`config.mk`:
```
export PLATFORM = sky130hd
export DESIGN_NAME = debounce_sync
export DESIGN_NICKNAME = d
export VERILOG_FILES = /design/src/rtl/debounce_sync.sv
export SDC_FILE = /design/constraint.sdc
export NUM_CORES = 1
export LEC_CHECK = 0
export CORE_MARGIN = 4
export CORE_UTILIZATION = 51
export DETAILED_ROUTE_END_ITERATION = 16
export PLACE_DENSITY_LB_ADDON = 0.15
export SKIP_LAST_GASP = 1
export SLEW_MARGIN = 15
export SYNTH_ARGS = -nofsm -noshare
export SYNTH_HDL_FRONTEND = slang
export SYNTH_SLANG_ARGS = --single-unit
export TNS_END_PERCENT = 30
```
`constraint.sdc`:
```
create_clock -name clk -period 2.1 [get_ports clk]
set_clock_uncertainty 0.2 [all_clocks]
set_input_delay 0.315 -clock clk [delete_from_list [all_inputs] [get_ports clk]]
set_output_delay 0.315 -clock clk [all_outputs]
set_load 0.01 [all_outputs]
```
`src/rtl/debounce_sync.sv`:
```
// ----------------------------------------------------------------------------
// debounce_sync
//
// Input conditioner for rotary-encoder pins. Each raw asynchronous pin
// passes through a two-flop synchronizer and then a saturating up/down
// integrator with hysteresis. The result is a clean level plus one-cycle edge
// pulses. An internal prescaler paces the integrator, so the debounce window
// scales with the clock rate.
//
// Parameters:
//   CHANNELS      number of independent input channels
//   PRESCALE      integrator sample period in clk cycles (>= 1)
//   STABLE_COUNT  integrator ceiling; net agreeing samples to flip an output
//
// Ports:
//   clk    clock
//   reset  synchronous, active-high reset
//   en     prescaler enable; low freezes sampling
//   din    raw asynchronous pins
//   dout   debounced levels
//   rise   one-cycle pulse when dout[i] goes 0->1
//   fall   one-cycle pulse when dout[i] goes 1->0
//   tick   integrator sample strobe
// ----------------------------------------------------------------------------
module debounce_sync #(
    parameter int CHANNELS     = 2,
    parameter int PRESCALE     = 1,
    parameter int STABLE_COUNT = 4
) (
    input  logic                clk,
    input  logic                reset,
    input  logic                en,
    input  logic [CHANNELS-1:0] din,
    output logic [CHANNELS-1:0] dout,
    output logic [CHANNELS-1:0] rise,
    output logic [CHANNELS-1:0] fall,
    output logic                tick
);

    localparam int PW = (PRESCALE > 1) ? $clog2(PRESCALE) : 1;
    localparam int CW = $clog2(STABLE_COUNT + 1);

    localparam logic [PW-1:0] PMAX = PW'(PRESCALE - 1);
    localparam logic [CW-1:0] CMAX = CW'(STABLE_COUNT);

    logic [CHANNELS-1:0]          s1;
    logic [CHANNELS-1:0]          s2;
    logic [PW-1:0]                pcnt;
    logic [CHANNELS-1:0][CW-1:0]  cnt;
    logic [CHANNELS-1:0][CW-1:0]  cnt_nxt;
    logic [CHANNELS-1:0]          dout_nxt;

    // Two-flop synchronizer; runs regardless of en.
    always_ff @(posedge clk) begin
        if (reset) begin
            s1 <= '0;
            s2 <= '0;
        end else begin
            s1 <= din;
            s2 <= s1;
        end
    end

    // Sample prescaler: counts 0..PRESCALE-1 while enabled, holds otherwise.
    always_ff @(posedge clk) begin
        if (reset) begin
            pcnt <= '0;
        end else if (en) begin
            pcnt <= (pcnt == PMAX) ? '0 : pcnt + 1'b1;
        end
    end

    assign tick = en && (pcnt == PMAX);

    // Saturating integrator and hysteresis decision, per channel.
    // The output moves only when the count reaches either rail, so any
    // intermediate count keeps the previous level.
    always_comb begin
        cnt_nxt  = cnt;
        dout_nxt = dout;
        for (int unsigned i = 0; i < CHANNELS; i++) begin
            if (tick) begin
                if (s2[i] && (cnt[i] < CMAX)) begin
                    cnt_nxt[i] = cnt[i] + 1'b1;
                end else if (!s2[i] && (cnt[i] != '0)) begin
                    cnt_nxt[i] = cnt[i] - 1'b1;
                end
                if (cnt_nxt[i] == CMAX) begin
                    dout_nxt[i] = 1'b1;
                end else if (cnt_nxt[i] == '0) begin
                    dout_nxt[i] = 1'b0;
                end
            end
        end
    end

    // Pulses are registered alongside dout so they coincide with the first
    // cycle the new level is visible; reset clears all without a pulse.
    always_ff @(posedge clk) begin
        if (reset) begin
            cnt  <= '0;
            dout <= '0;
            rise <= '0;
            fall <= '0;
        end else begin
            cnt  <= cnt_nxt;
            dout <= dout_nxt;
            rise <= dout_nxt & ~dout;
            fall <= ~dout_nxt & dout;
        end
    end

endmodule

```
== Yosys cells after proc, flatten, opt, wreduce, memory -nomap -nowiden ==
Index checks and enable logic that the tools add are counted.

* Output and inout bits: 7
* Register bits: 17
* Input bits: 5
* Logic and storage cells: 46

* $lt $le $gt $ge: 2
* Bitwise logic cells: 5
* Mux-type cells: 13
* Add/sub/neg operators: 5
* Reduce and logical (&&, ||, !) cells: 11
* Equal/unequal tests: 2

{| class="wikitable"
|+ Operator list
! kind !! number
|-
| $mux W3 || 6
|-
| $mux W1 || 7
|-
| $add A3 B1 Y3 const B || 2
|-
| $eq A3 B3 Y1 const B || 2
|-
| $logic_not A3 Y1 || 2
|-
| $lt A3 B3 Y1 const B || 2
|-
| $reduce_bool A3 Y1 || 2
|-
| $sub A3 B1 Y3 const B || 2
|-
| $logic_and A1 B1 Y1 || 5
|-
| $and A2 B2 Y2 || 2
|-
| $not A2 Y2 || 2
|-
| $logic_not A1 Y1 || 2
|-
| $add A1 B1 Y1 const B || 1
|-
| $not A1 Y1 || 1
|}

== Longest topological paths before layout ==
* Word-level depth: 11
* Gate-level depth with buffers: 7
* Mapped depth without buffers: 7

== Worst setup path before layout ==
No wires, ideal clock.

* Path kind: flip-flop to flip-flop
* Start: reg cnt[0] in the netlist's numbering
* End: reg dout[0]
* Data arrival time: 1.634 ns
* Cell stages (with the launch flop): 8
* Library setup time: 0.087 ns
* Period minus slack after synthesis: 1.921 ns
* Path buffers: 0
* Required time: 1.813 ns
* Slack: 0.179 ns
* Path through: dfxtp_1 -> inv_1 -> ha_1 -> ha_1 -> or3_1 -> o211a_1 -> a311o_1 -> o31ai_1

* Longest elaborated chain between the ends: 9
* Elaborated cells on any way between the ends: 14
* Classes of those cells: add/sub (2); order compare (1); eq/ne (1); mux (6); reduce/logical (4)

{| class="wikitable"
|+ RTL lines
! what !! RTL line !! RTL
|-
| start, declared || 49 || <nowiki>logic [CHANNELS-1:0][CW-1:0] cnt;</nowiki>
|-
| start signal, assigned || 106 || <nowiki>cnt <= cnt_nxt;</nowiki>
|-
| branches (longest 3 deep; another with $sub A3 B1 Y3) || n/a ||
|-
| $mux W3 (*) || 83 || <nowiki>if (s2[i] && (cnt[i] < CMAX)) begin</nowiki>
|-
| $mux W3 (*) || 82 || <nowiki>if (tick) begin</nowiki>
|-
| $logic_not A3 Y1 || 90 || <nowiki>end else if (cnt_nxt[i] == '0) begin</nowiki>
|-
| $mux W1 || 90 ||
|-
| $mux W1 (*) || 88 || <nowiki>if (cnt_nxt[i] == CMAX) begin</nowiki>
|-
| $mux W1 (*) || 82 ||
|-
| end signal, assigned || 107 || <nowiki>dout <= dout_nxt;</nowiki>
|-
| end, declared || 34 || <nowiki>output logic [CHANNELS-1:0] dout,</nowiki>
|}

Mark *: on every way between the ends. The select of a mux whose other input is x is not followed.
A chain may end at the register's enable or synchronous reset.

== Worst setup path in the final report ==
* Start: reg cnt[3] in the netlist's numbering
* End: reg fall[1]

* Longest elaborated chain between the ends: 11
* Elaborated cells on any way between the ends: 16
* Classes of those cells: add/sub (2); order compare (1); eq/ne (1); mux (6); bitwise (2); reduce/logical (4)

{| class="wikitable"
|+ RTL lines
! what !! RTL line !! RTL
|-
| branches (longest 3 deep; another with $sub A3 B1 Y3) || n/a ||
|-
| $mux W3 (*) || 83 ||
|-
| $mux W3 (*) || 82 ||
|-
| $logic_not A3 Y1 || 90 ||
|-
| $mux W1 || 90 ||
|-
| $mux W1 (*) || 88 ||
|-
| $mux W1 (*) || 82 ||
|-
| $not A2 Y2 (*) || 109 || <nowiki>fall <= ~dout_nxt & dout;</nowiki>
|-
| $and A2 B2 Y2 (*) || 109 ||
|-
| end signal, assigned || 109 ||
|-
| end, declared || 36 || <nowiki>output logic [CHANNELS-1:0] fall,</nowiki>
|}

Marks and branches as above.

==> summary.md <==
| Metric | Value |
|---|---|
| Antenna diodes | `0` |
| Design Area, Final | `1030 sq um` |
| Reg-to-reg startpoint | `cnt[3]` |
| DRC violations left | `0` |
| Reg2Reg Setup Slack | `roughly 85 ps` |
| # setup viols final | `0` |
| Pwr Total | `0.975 mW` |
| Congestion Overflow GR | `0` |
| GRT Total Usage | `16.3%` |
| Clock Power Share | `16.1%` |
| Count leader, synth | `dfxtp_1` |
| Drt pass-1 iters | `4` |
| Cell Int Power | `0.632 mW` |
| Multi-input logic area | `495 sq um` |
| Slew Viols, Final | `0` |
| Crit-path slowest cell | `dfxtp_2` |
| Tcrit/Tclk final | `96.0%` |
| Fraction of layout cells with a size suffix above 1 | `16.2%` |
| Sw Pwr | `0.343 mW` |
| TritonCTS sink count | `16` |
| First-pass GRT wire length | `about 2600 um` |
| Worst Hold Depth | `1` |
| Yosys cell types | `30` |
| Sw Share | `35.2%` |
| Fill cell count | `127` |
| Worst Hold Launch | `s1[1]` |
| Crit path kind | `reg -> reg` |
| Routed length on met2 | `739 um` |
| H-tree depth | `1` |
| Critical Path Sink Type | `flip-flop` |
| Cell Area, Synth | `~810 sq um` |
| Inserted Clock Buffers | `3` |
| DR iter-0 viols | `18` |
| FFs w/ async S/R, synth | `0%` |
| Vias | `approximately 650` |
| Largest net degree at the start of global routing | `14` |
| Post-DP HPWL | `1150 um` |
| Final #Nets | `about 120` |
| EDFF count, synth | `0` |
| Average size of a mapped cell | `approximately 8.9 sq um` |
| CTS tree | `yes` |
| Combinational share of power | `about 45%` |
| Critical path, cell by cell | `inv_1, ha_1, ha_2, and2_1, o21ai_2, nand4_1, nor4bb_2` |
| Reg2reg end | `fall[1]` |
| RSZ-0062 raised after global routing | `true` |
| Cell row count | `14` |
| Critical path arrival | `1990 ps` |
| Worst-Margin Slew | `358 ps` |
| Register bit total from synthesis | `16` |
| Register area | `323 sq um` |
| Synth Instances | `between 90 and 100` |
| Pwr per Cell Area | `949 nW/um^2` |
| Worst reg-to-reg path cell count | `7` |
| Max Cap Viol | `0` |
| Hold Path Sink | `s2[1]` |
| Routed WL | `1570 um` |
| Worst vdd ir | `0.664 mV` |
| Antenna violations before repair | `0` |
| Number of buffers and inverters on the critical path | `1` |
| Clock-pin slew on the worst setup and hold paths | `about 90 ps` |
| I/O Buffers | `11` |
| WL met3 | `31 um` |
| Die Y | `47.9 um` |
| P&R area growth vs syn | `26.3%` |
| IO Pins | `12` |
| Sequential Power Share | `39.4%` |
| Core area | `about 1500 sq um` |
| Hold buffers post-CTS | `0` |
| Post-synth top area share | `39.4%` |
| CP startpoint kind | `flip-flop` |
| Hold_ws | `about 240 ps` |
| CTS Buffer Depth | `2` |
| CP required | `2070 ps` |
| Die X-Extent | `about 48 um` |
| Fin util | `68.2%` |
| Final GP Congestion | `0.781` |
| Most used DFF post-synth | `dfxtp_1` |
| Cell family contributing the most delay on the critical path | `simple AND/OR/NAND/NOR gates` |
| Vias/cell | `5.36` |
| Placed Area | `942 sq um` |
| Headroom to the max-slew limit | `75.9%` |
| Syn Nets | `between 100 and 150` |
| Drt wl/cell | `13.0 um` |
| Die ar. | `approximately 2300 sq um` |
| CP max stage delay | `around 360 ps` |
| Status | `finished, final reports clean` |
| Synth top cells by count | `dfxtp_1 (16), nor2b_1 (8), inv_1 (7), nor2_1 (7)` |
| Largest area contributor in the netlist | `dfxtp_1` |
| Area contributors post-synth | `dfxtp_1 (39%), ha_1 (9.2%), nor2b_1 (6.2%)` |
| Final count of hold timing violations | `0` |
| Routed length on met1 | `between 700 and 800 um` |
| Critical path peak fanout | `6` |
| P_leak | `0.392 nW` |
| Vias in the first global route | `585` |
| Number of routed nets with antenna violations | `0` |
| Initial core utilization | `54.0%` |
| Ys Warns | `0` |
| Hold Path Class | `reg -> reg` |
| Sequential area share after synthesis | `39.4%` |
| Setup TNS Final | `0 ps` |
| Fin crit period | `2010 ps` |
| Root buf cell | `clkbuf_4` |
| Top Metal Used | `met4` |
| Clk_lat worst skew | `280 ps` |
| Achievable Freq | `496 MHz` |
-- worst max-delay path by stage --
stage,start,endpoint,cells past startpoint
after floorplan,cnt[0],dout[0],7
after global placement,cnt[0],fall[0],7
after detailed placement,cnt[3],fall[1],7
after CTS,cnt[3],fall[1],7
after global routing,cnt[0],dout[0],7
final,cnt[3],fall[1],7
-- area by class of cell --
type                    instances  area share, %
well taps                      16           1.95
clock buffers                   3           2.19
inverters                       7           2.56
flip-flops and latches         16           31.4
multi-input cells              64           48.2
repair buffers                 15           13.6
-- stage by stage --
stage	worst slack, ps	instances
floorplan	179	91
global placement	77.1	117
detailed placement	-14.0	117
CTS	21.1	121
global route	-12.4	121
finish	85.0	121
-- cell families (layout without fill, tap and decap cells) --
family          Yosys count  in the layout  share of synthesized area [%]
buf+inv                  11             25                           6.15
mux                       3              3                           3.69
flops                    16             16                           39.4
fa+ha+maj                 6              6                           9.23
simple gates             38             38                           26.0
compound gates           13             13                           11.2
xor+xnor                  4              4                           4.31
-- repair_timing --
action                     CTS  global route
setup buffers                1             0
setup endpoints to repair    1             6
pin swaps                    1             2
hold endpoints to repair     0             0
resized for setup            1            11
-- flip-flops by register name (all words and copies together), names as in the netlist --
name,flops
cnt,6
dout,2
fall,2
rise,2
s1,2
s2,2
-- power groups by stage --
stage	Combinational (mW)	Sequential, mW	Clock [mW]
after floorplan	0.273	0.384	0
after global placement	0.364	0.381	0
after detailed placement	0.374	0.383	0
after CTS	0.389	0.376	0.157
after global routing	0.485	0.390	0.176
final	0.434	0.384	0.157
-- routing by layer --
layer | global-route usage, % | vias up
li1 | - | 337
met3 | 2.26 | 6
met4 | 11.3 | 0
met1 | 23.1 | 295
met5 | 0 | -
met2 | 22.2 | 10
-- placed cells by master (no fill, tap or decap), types with 2 or more instances in the layout --
cell and n:
a211oi_1 2, a21oi_1 2, and2_1 2, buf_4 4
clkbuf_4 3, clkdlybuf4s50_1 11, dfxtp_1 14, dfxtp_2 2
ha_1 4, ha_2 2, inv_1 7, mux2i_4 2
nand2_1 6, nand2b_1 3, nand3_1 3, nand3b_1 2
nor2_1 7, nor2b_1 8, o21ai_0 2, xnor2_1 4
-- worst register-to-register path: cells and delay by family (launching register included) --
kind,cells,cell delay [ps]
buffers and inverters,1,70
DFF,1,360
and+or+nand+nor,3,710
AOI/OAI and AO/OA,1,140
adders and majority gates,2,430
Power figures use the tool's default switching activity.
